<file path="src/rtl/legv8_mem_pkg.sv">
// legv8_mem_pkg: shared encodings for the LEGv8 memory bus controller
//   size codes, fault codes, FSM states and byte-lane mask helpers
package legv8_mem_pkg;
    localparam logic [1:0] SIZE_BYTE  = 2'd0;
    localparam logic [1:0] SIZE_HALF  = 2'd1;
    localparam logic [1:0] SIZE_WORD  = 2'd2;
    localparam logic [1:0] SIZE_DWORD = 2'd3;
    typedef enum logic [1:0] {
        FAULT_NONE     = 2'b00,
        FAULT_MISALIGN = 2'b01,
        FAULT_UNMAPPED = 2'b10,
        FAULT_RO_WRITE = 2'b11
    } fault_e;
    typedef enum logic [1:0] {
        IDLE   = 2'd0,
        ACCESS = 2'd1,
        RESP   = 2'd2
    } state_e;
    function automatic logic [7:0] be_mask(input logic [1:0] size);
        return size == SIZE_BYTE ? 8'h01 : size == SIZE_HALF ? 8'h03 : size == SIZE_WORD ? 8'h0F : 8'hFF;
    endfunction
    function automatic logic [63:0] bit_mask(input logic [7:0] be);
        logic [63:0] m;
        m = '0;
        for (int i = 0; i < 8; i++) m[8*i+:8] = {8{be[i]}};
        return m;
    endfunction
endpackage

</file>
<file path="src/rtl/legv8_region_decoder.sv">
// legv8_region_decoder: combinational address-to-region decode
//   addr -> hit (any region matched), hit_idx (lowest matching region), ro (that region is read-only)
module legv8_region_decoder #(
    parameter int NUM_REGIONS = 2,
    parameter logic [NUM_REGIONS*32-1:0] REGION_BASE = {32'h40000000, 32'h60000000},
    parameter logic [NUM_REGIONS*8-1:0] REGION_ABITS = {8'd10, 8'd12},
    parameter logic [NUM_REGIONS-1:0] REGION_RO = 2'b10
) (
    input  logic [31:0] addr,
    output logic        hit,
    output logic [1:0]  hit_idx,
    output logic        ro
);
    // Scanning from the top index down lets the lowest matching region overwrite the rest.
    always_comb begin
        hit = 1'b0;
        hit_idx = 2'd0;
        ro = 1'b0;
        for (int i = NUM_REGIONS - 1; i >= 0; i--) begin
            if (((addr ^ REGION_BASE[32*i+:32]) >> REGION_ABITS[8*i+:8]) == 32'd0) begin
                hit = 1'b1;
                hit_idx = i[1:0];
                ro = REGION_RO[i];
            end
        end
    end
endmodule

</file>
<file path="src/rtl/legv8_mem_bus_ctrl.sv">
// legv8_mem_bus_ctrl: single-outstanding request bridge from a LEGv8 core to decoded memory regions
//   req_*  : request handshake with size/addr/right-aligned write data
//   rsp_*  : response handshake with zero-extended read data and fault code
//   mem_*  : one-hot region select, dword address, byte enables, lane-shifted write data, per-region read data
module legv8_mem_bus_ctrl
    import legv8_mem_pkg::*;
#(
    parameter int NUM_REGIONS = 2,
    parameter logic [NUM_REGIONS*32-1:0] REGION_BASE = {32'h40000000, 32'h60000000},
    parameter logic [NUM_REGIONS*8-1:0] REGION_ABITS = {8'd10, 8'd12},
    parameter logic [NUM_REGIONS*4-1:0] REGION_WAIT = {4'd1, 4'd0},
    parameter logic [NUM_REGIONS-1:0] REGION_RO = 2'b10
) (
    input  logic                      clock,
    input  logic                      reset,
    input  logic                      req_valid,
    output logic                      req_ready,
    input  logic                      req_write,
    input  logic [1:0]                req_size,
    input  logic [31:0]               req_addr,
    input  logic [63:0]               req_wdata,
    output logic                      rsp_valid,
    input  logic                      rsp_ready,
    output logic [63:0]               rsp_rdata,
    output logic [1:0]                rsp_fault,
    output logic [NUM_REGIONS-1:0]    mem_sel,
    output logic                      mem_we,
    output logic [31:0]               mem_addr,
    output logic [7:0]                mem_be,
    output logic [63:0]               mem_wdata,
    input  logic [NUM_REGIONS*64-1:0] mem_rdata
);
    state_e state_q, state_d;
    fault_e fault_q, fault_d;
    logic [31:0] addr_q;
    logic [1:0] size_q, idx_q, hit_idx;
    logic we_q, hit, ro, misalign, accept, acc;
    logic [63:0] wdata_q, rdata_q, rd_sel;
    logic [3:0] cnt_q, wait_sel;
    logic [NUM_REGIONS-1:0] sel_oh;

    legv8_region_decoder #(
        .NUM_REGIONS(NUM_REGIONS),
        .REGION_BASE(REGION_BASE),
        .REGION_ABITS(REGION_ABITS),
        .REGION_RO(REGION_RO)
    ) u_dec (
        .addr(req_addr),
        .hit(hit),
        .hit_idx(hit_idx),
        .ro(ro)
    );

    // (1 << size) - 1 wraps to 3'b111 for dwords, giving the low-address alignment mask for every size.
    assign misalign = |(req_addr[2:0] & ((3'd1 << req_size) - 3'd1));
    assign fault_d = misalign ? FAULT_MISALIGN : !hit ? FAULT_UNMAPPED : (ro && req_write) ? FAULT_RO_WRITE : FAULT_NONE;
    assign accept = state_q == IDLE && req_valid;
    assign acc = state_q == ACCESS;

    always_comb begin
        rd_sel = '0;
        wait_sel = '0;
        sel_oh = '0;
        for (int i = 0; i < NUM_REGIONS; i++) begin
            if (idx_q == i[1:0]) begin
                rd_sel = mem_rdata[64*i+:64];
                sel_oh[i] = 1'b1;
            end
            if (hit_idx == i[1:0]) wait_sel = REGION_WAIT[4*i+:4];
        end
    end

    always_comb begin
        state_d = state_q;
        state_d = accept ? (fault_d == FAULT_NONE ? ACCESS : RESP)
                : (acc && cnt_q == 4'd0) ? RESP
                : (state_q == RESP && rsp_ready) ? IDLE : state_q;
    end

    always_ff @(posedge clock or posedge reset)
        if (reset) state_q <= IDLE;
        else state_q <= state_d;

    always_ff @(posedge clock or posedge reset) begin
        if (reset) begin
            addr_q <= '0;
            size_q <= '0;
            we_q <= 1'b0;
            wdata_q <= '0;
            idx_q <= '0;
            fault_q <= FAULT_NONE;
            cnt_q <= '0;
            rdata_q <= '0;
        end else if (accept) begin
            addr_q <= req_addr;
            size_q <= req_size;
            we_q <= req_write;
            wdata_q <= req_wdata;
            idx_q <= hit_idx;
            fault_q <= fault_d;
            cnt_q <= wait_sel;
            rdata_q <= '0;
        end else if (acc) begin
            if (cnt_q != 4'd0) cnt_q <= cnt_q - 4'd1;
            else rdata_q <= we_q ? '0 : (rd_sel >> {addr_q[2:0], 3'b000}) & bit_mask(be_mask(size_q));
        end
    end

    assign req_ready = state_q == IDLE;
    assign rsp_valid = state_q == RESP;
    assign rsp_rdata = rsp_valid ? rdata_q : '0;
    assign rsp_fault = rsp_valid ? fault_q : FAULT_NONE;
    assign mem_sel = acc ? sel_oh : '0;
    assign mem_we = acc && we_q;
    assign mem_addr = acc ? {addr_q[31:3], 3'b000} : '0;
    assign mem_be = acc ? be_mask(size_q) << addr_q[2:0] : '0;
    assign mem_wdata = acc ? wdata_q << {addr_q[2:0], 3'b000} : '0;
endmodule

</file>
<file path="config.mk">
export PLATFORM = sky130hd
export DESIGN_NAME = legv8_mem_bus_ctrl
export DESIGN_NICKNAME = d
export VERILOG_FILES = /design/src/rtl/legv8_mem_pkg.sv /design/src/rtl/legv8_region_decoder.sv /design/src/rtl/legv8_mem_bus_ctrl.sv
export SDC_FILE = /design/constraint.sdc
export NUM_CORES = 1
export LEC_CHECK = 0
export BUFFER_PORTS_ARGS = -buffer_cell sky130_fd_sc_hd__clkbuf_2
export CORE_ASPECT_RATIO = 1.2
export CORE_MARGIN = 5
export CORE_UTILIZATION = 52
export CTS_CLUSTER_DIAMETER = 30
export DETAILED_ROUTE_END_ITERATION = 6
export GPL_TIMING_DRIVEN = 0
export PLACE_DENSITY = 0.92
export SYNTH_ARGS = -nofsm -noshare
export SYNTH_HDL_FRONTEND = slang
export SYNTH_SLANG_ARGS = --single-unit
</file>
<file path="constraint.sdc">
create_clock -name clock -period 7.4 [get_ports clock]
set_input_delay 1.11 -clock clock [delete_from_list [all_inputs] [get_ports clock]]
set_output_delay 1.11 -clock clock [all_outputs]
set_load 0.01 [all_outputs]
</file>
==> out/results.txt, run 1 <==
final-report setup violation count: 0
length in cells of the worst reg-to-reg path: 8
x dimension of the die: 147.3 um
GPL Wtd Cong: 1.003
initial core utilization: 52.58%
cell-by-cell listing of the critical path: buf_2, buf_2, buf_2, buf_1, o22ai_1, a221oi_1, clkbuf_2
proportion of synthesized area in mux cells: 32.68%
Vias: 11.76k
most common flop cell mapped by yosys: dfrtp_1
area of combinational cells with multiple inputs: 6948 um2
number of cells upsized or downsized after cts: 0
fin. max-slew vios: 0
count of warnings emitted by yosys: 0
Post-DP HPWL: 41,100 um
largest fanout on the critical path: 10
setup total negative slack: 0 ns
Final Hold Fails: 0
xor/xnor share of the synthesized area: 0.1489%
pin count of the biggest net entering global routing: 104
area share of and/or/nand/nor cells after synthesis: 14.35%
Max VDD drop: 0.1741 mV
overall die area: 25,740 um2
Period minus WS final: 4.567 ns
net total in the final layout: 1,726
vias in the first global route: 12.29k
core area: 22,370 um2
post-CTS setup buffer count: 0
post-synthesis compound-gate area fraction: 11.68%
Max-Slew Margin vs Limit: 16.35%
post-detailed-route DRC marker count: 1
async set-reset flop share out of synthesis: 100.0%
cell with the most instances on the worst path: buf_2
number of antenna-violating nets in the routed design: 0
number of enable flip-flop cells after synthesis: 0
number of buffers created by CTS: 17
vertical extent of the die: 174.8 um
clock tree from TritonCTS: yes
count of hold buffers inserted by post-cts repair: 0
total overflow reported by the global router: 0
measured slew at the worst slew-check pin: 1.245 ns
worst setup path startpoint: addr_q[0]$_DFFE_PP0P_
most frequent cells after synthesis: 172 x dfrtp_1, 133 x mux2_2, 112 x and2_1
startpoint types: register
critical path depth in cells: 7
end point of the critical path: mem_be[5]
capture point of the worst reg-to-reg path: rdata_q[61]$_DFFE_PP0P_
post-synthesis sequential area ratio: 36.59%
combined global-route utilization of all metal layers: 39.53%
kind of cell with the highest combined delay on the critical path: buffers and inverters
initial antenna violation count: 0
global-route wire length before repair: 75,560 um
max-cap check violation count: 0
slack of the worst reg-to-reg path: 4.55 ns
number of buffers on the longest clock path: 2
number of I/O port buffers: 402
CTS Root Buffer Type: clkbuf_16
n_diodes: 0
clock-pin slew on the worst setup and hold paths: 0.07 ns
number of cells produced by synthesis: 1,070
via count normalized by instance count: 6.587
per-cell routed wire length: 29.27 um
Crit path required time: 6.29 ns
total power density per cell area: 224.9 nW/um2
cell with the most instances after synthesis: dfrtp_1
biggest area consumer among synthesized cells: dfrtp_1
reported leakage power: 6.986 nW
filler cell count: 1,764
Unique masters post-synth: 58
slowest CP cell: buf_1
run status: complete, but fails checks
Crit Reg-Reg Startpoint: cnt_q[0]$_DFFE_PP0P_
dominant combinational cell family by area after synthesis: multiplexers
Critical Setup Path Class: register to primary output
H-Tree Level Count: 4
top-area cell type share of the netlist area: 36.59%
layout cells sized above 1: 46.48%
Final Hold Slack: 0.4743 ns
FMAX: 0.2189 GHz
largest cells by area after synthesis: dfrtp_1 37%, mux4_2 15%, mux2_2 13%
post-synthesis adder-cell area fraction: 0.1064%
critical path capture point type: primary output
number of sinks handled by clock tree synthesis: 172
syn avg cell area: 10.99 um2
placed insts: 1,754
count of standard-cell rows: 60
final worst clock skew: 0.008540 ns
worst min-delay path category: register to register
worst stage delay on the critical path: 0.54 ns
overall power consumption: 0.003320 W
netlist area before placement: 11,760 um2
flip-flop and latch count after synthesis: 172
I/O pin count: 406
flip-flop and latch area: 4304 um2
post-route insts no fill: 1,785
setup slack after layout: 2.833 ns
P&R area growth vs syn: 25.48%
critical path arrival: 3.46 ns
final routed wirelength across all metal layers: 52,240 um
setup slack at placement: 3.298 ns
unrepaired setup endpoints after global routing: no
failing checks: DRC
worst-skew pair later-pin latency: 0.43 ns
number of violations reported at the end of detailed-routing iteration 0: 1,330
Critical path buffers and inverters: 5
ratio of final minimum period to clock period: 61.72%
Pre-antenna DRT Iters: 7
## where the power goes
part	leakage, nW	internal [W]	switching [W]
Sequential	2.17	0.00106	0.000130
Combinational	4.52	0.000530	0.000671
Clock	0.294	0.000514	0.000412
## per-stage QoR
step	util (%)	cell area, um2
6_report	65.98	14760
5_1_grt	65.98	14760
4_1_cts	65.98	14760
3_5_place_dp	63.33	14170
3_3_place_gp	63.17	14130
2_1_floorplan	-	11770
## final cells by class
| cell class | count | area share [%] |
|---|---|---|
| clock buffer | 18 | 2.975 |
| buffer | 100 | 3.009 |
| sequential | 172 | 29.16 |
| inverter | 20 | 0.5594 |
| clock inverter | 13 | 1.051 |
| tap | 279 | 2.365 |
| multi-input combinational | 780 | 47.07 |
| timing repair buffer | 403 | 13.82 |
## worst min path at each step
| stage | startpoint | end | slack (ns) | cells after the start |
|---|---|---|---|---|
| 6_report | rdata_q[56]$_DFFE_PP0P_ | rdata_q[56]$_DFFE_PP0P_ | 0.47 | 2 |
| 3_5_place_dp | rdata_q[56]$_DFFE_PP0P_ | rdata_q[56]$_DFFE_PP0P_ | 0.46 | 2 |
| 5_1_grt | rdata_q[56]$_DFFE_PP0P_ | rdata_q[56]$_DFFE_PP0P_ | 0.48 | 2 |
| 4_1_cts | rdata_q[56]$_DFFE_PP0P_ | rdata_q[56]$_DFFE_PP0P_ | 0.47 | 2 |
| 2_1_floorplan | rdata_q[61]$_DFFE_PP0P_ | rdata_q[61]$_DFFE_PP0P_ | 0.43 | 2 |
| 3_3_place_gp | rdata_q[63]$_DFFE_PP0P_ | rdata_q[63]$_DFFE_PP0P_ | 0.45 | 2 |
## layer usage
| layer | GRT usage (%) | up-vias | routed length, um | share of wire (%) |
|---|---|---|---|---|
| met5 | 0 | - | 0 | 0 |
| met4 | 27.27 | 0 | 4292 | 8.2 |
| met3 | 10.22 | 252 | 5732 | 11 |
| met2 | 65.78 | 1006 | 24940 | 48 |
| met1 | 44.40 | 5667 | 17270 | 33 |
| li1 | - | 4833 | - | - |
## flip-flops by register name, summed over array words and instances, names as in the netlist
register / cells
addr_q: 32
cnt_q: 4
fault_q: 2
idx_q: 1
rdata_q: 64
size_q: 2
state_q: 2
wdata_q: 64
we_q: 1
## tightest hold or removal path: stages, from the launching register on
cell and delay (ns):
dfrtp_1 0.34, nand2_1 0.06, o21ai_2 0.05
## kinds of logic after synthesis
family,after synthesis
flip-flops,172
buffers and inverters,120
AO/OA/AOI/OAI,186
adder cells (fa/ha/maj),1
XOR/XNOR,2
multiplexers,270
other,1
AND/OR/NAND/NOR,318
## placed cells by master (no fill, tap or decap), types with 17 or more instances in the layout
master and n:
clkbuf_2 402, buf_2 37, inv_1 19, clkbuf_1 43, mux2_2 133, nor2_1 62, mux4_2 78, a22o_1 23
o21ai_0 45, mux2i_1 59, nand2_1 71, and2_1 112, dfrtp_1 172, nor2b_1 21, clkbuf_16 17
No activity file was read; power rests on OpenSTA's default activity.
==> run 2: changes to the inputs <==
==> constraint.sdc (replaced) <==
create_clock -name clock -period 4.45 [get_ports clock]
set_input_delay 0.6675 -clock clock [delete_from_list [all_inputs] [get_ports clock]]
set_output_delay 0.6675 -clock clock [all_outputs]
set_load 0.01 [all_outputs]
==> run 2 against run 1 <==
Critical path type unchanged. Sequential share of layout area down 0.074 points. Critical endpoint is now mem_be[3]. Clock skew up 0.0018 ns. Worst hold slack worse by 0.17 ns. The flow still finishes with violations (DRC).
==> out/results.txt, run 2 (synthesis results as in run 1) <==
initial core utilization: 52.58% (unchanged)
unrepaired setup endpoints after global routing: no
combined global-route utilization of all metal layers: 39.80% (+0.28 points)
worst-skew pair later-pin latency: 0.44 ns (about the same)
number of sinks handled by clock tree synthesis: 172 (unchanged)
FMAX: 0.2358 GHz
number of cells upsized or downsized after cts: 0 (unchanged)
length in cells of the worst reg-to-reg path: 8 (unchanged)
I/O pin count: 406 (unchanged)
end point of the critical path: mem_be[3]
critical path depth in cells: 8 (+1)
Pre-antenna DRT Iters: 7 (unchanged)
flip-flop and latch area: 4304 um2 (unchanged)
P&R area growth vs syn: 25.80%
number of antenna-violating nets in the routed design: 0 (unchanged)
post-CTS setup buffer count: 0 (unchanged)
Vias: 11.92k (+1.4%)
slowest CP cell: clkbuf_1
Critical Setup Path Class: register to primary output
worst stage delay on the critical path: 0.53 ns (about the same)
worst setup path startpoint: addr_q[1]$_DFFE_PP0P_
vias in the first global route: 12.34k (+0.37%)
cell with the most instances on the worst path: buf_2
max-cap check violation count: 0 (unchanged)
critical path arrival: 3.57 ns (+0.11 ns)
core area: 22,370 um2 (unchanged)
number of buffers created by CTS: 17 (unchanged)
measured slew at the worst slew-check pin: 1.185 ns (-0.05984 ns)
Critical path buffers and inverters: 6 (+1)
number of violations reported at the end of detailed-routing iteration 0: 1,246 (-6.3%)
GPL Wtd Cong: 1.024 (+2.1%)
number of I/O port buffers: 402 (unchanged)
number of buffers on the longest clock path: 2 (unchanged)
final-report setup violation count: 0 (unchanged)
filler cell count: 1,773 (+0.51%)
count of standard-cell rows: 60 (unchanged)
Final Hold Slack: 0.3064 ns (-0.1679 ns)
slack of the worst reg-to-reg path: 1.57 ns (-2.98 ns)
initial antenna violation count: 2 (+2)
x dimension of the die: 147.3 um (unchanged)
Crit path required time: 3.78 ns (-2.51 ns)
final routed wirelength across all metal layers: 52,610 um (+0.70%)
Final Hold Fails: 0 (unchanged)
reported leakage power: 6.994 nW (+0.11%)
critical path capture point type: primary output
Crit Reg-Reg Startpoint: cnt_q[0]$_DFFE_PP0P_
commonest non-fill, non-tap cells in the layout: 402 x clkbuf_2, 172 x dfrtp_1, 133 x mux2_2, 112 x and2_1, 78 x mux4_2
post-detailed-route DRC marker count: 10 (+9)
overall die area: 25,740 um2 (unchanged)
commonest non-fill, non-tap cell in the layout: clkbuf_2
worst min-delay path category: input port to asynchronous set/reset pin
vertical extent of the die: 174.8 um (unchanged)
clock-pin slew on the worst setup and hold paths: 0.08 ns (about the same)
ratio of final minimum period to clock period: 95.28%
final worst clock skew: 0.01037 ns (+0.001828 ns)
cell-by-cell listing of the critical path: buf_2, buf_2, buf_4, buf_2, clkbuf_1, o21ai_0, a21oi_1, clkbuf_2
count of hold buffers inserted by post-cts repair: 0 (unchanged)
fin. max-slew vios: 0 (unchanged)
capture point of the worst reg-to-reg path: rdata_q[61]$_DFFE_PP0P_
run status: complete, but fails checks
total power density per cell area: 371.1 nW/um2 (+65%)
pin count of the biggest net entering global routing: 44 (-58%)
H-Tree Level Count: 4 (unchanged)
startpoint types: register
per-cell routed wire length: 29.37 um (+0.37%)
largest fanout on the critical path: 10 (unchanged)
setup total negative slack: 0 ns (unchanged)
Max-Slew Margin vs Limit: 20.37% (+4.0 points)
Max VDD drop: 0.2833 mV (+63%)
global-route wire length before repair: 76,010 um (+0.60%)
CTS Root Buffer Type: clkbuf_16
kind of cell with the highest combined delay on the critical path: buffers and inverters
layout cells sized above 1: 46.62% (+0.14 points)
via count normalized by instance count: 6.655 (+1.0%)
net total in the final layout: 1,729 (+0.17%)
failing checks: DRC
Top Registers: rdata_q: 64 flops, wdata_q: 64 flops, addr_q: 32 flops
area of combinational cells with multiple inputs: 6948 um2 (unchanged)
clock tree from TritonCTS: yes
Post-DP HPWL: 41,030 um (-0.18%)
total overflow reported by the global router: 0 (unchanged)
Period minus WS final: 4.240 ns
## run 2: worst min-delay path by stage
| stage | endpoint | slack, ns | cells after the start |
|---|---|---|---|
| 2_1_floorplan | rdata_q[61]$_DFFE_PP0P_ | 0.43 | 2 |
| 5_1_grt | rdata_q[27]$_DFFE_PP0P_ | 0.34 | 2 |
| 3_5_place_dp | rdata_q[56]$_DFFE_PP0P_ | 0.46 | 2 |
| 4_1_cts | rdata_q[27]$_DFFE_PP0P_ | 0.31 | 2 |
| 6_report | rdata_q[27]$_DFFE_PP0P_ | 0.31 | 2 |
| 3_3_place_gp | rdata_q[63]$_DFFE_PP0P_ | 0.45 | 2 |
## run 2: final cells by class
type                       instances  area share (%)
multi-input combinational        780           46.95
sequential                       172           29.08
timing repair buffer             406           14.14
buffer                           100           3.001
clock buffer                      18           2.968
tap                              279           2.359
clock inverter                    14          0.9384
inverter                          20          0.5326
antenna                            2         0.03382
## run 2: power by group
part | total (W) | leakage (nW) | switching (W) | internal, W
logic | 0.00201 | 4.54 | 0.00112 | 0.000886
registers | 0.00198 | 2.17 | 0.000215 | 0.00177
clock network | 0.00150 | 0.283 | 0.000738 | 0.000762
## run 2: per-stage QoR
stage	worst slack (ns)	instance area, um2	util [%]	std cells	total power (W)
2_1_floorplan	1.586	11780	-	1072	0.003221
3_3_place_gp	0.4217	14140	63.19	1753	0.003872
3_5_place_dp	0.8321	14220	63.55	1757	0.003938
4_1_cts	0.3613	14790	66.13	1789	0.005421
5_1_grt	0.1370	14800	66.15	1791	0.005657
6_report	0.2099	14800	66.15	1791	0.005492
## run 2: routing by layer
layer	up-vias	track usage, %	wire length, um
met3	279	11.39	5983
met2	1054	66.70	25060
met5	-	0	0
met4	0	26.96	4583
met1	5746	43.78	16980
li1	4840	-	-
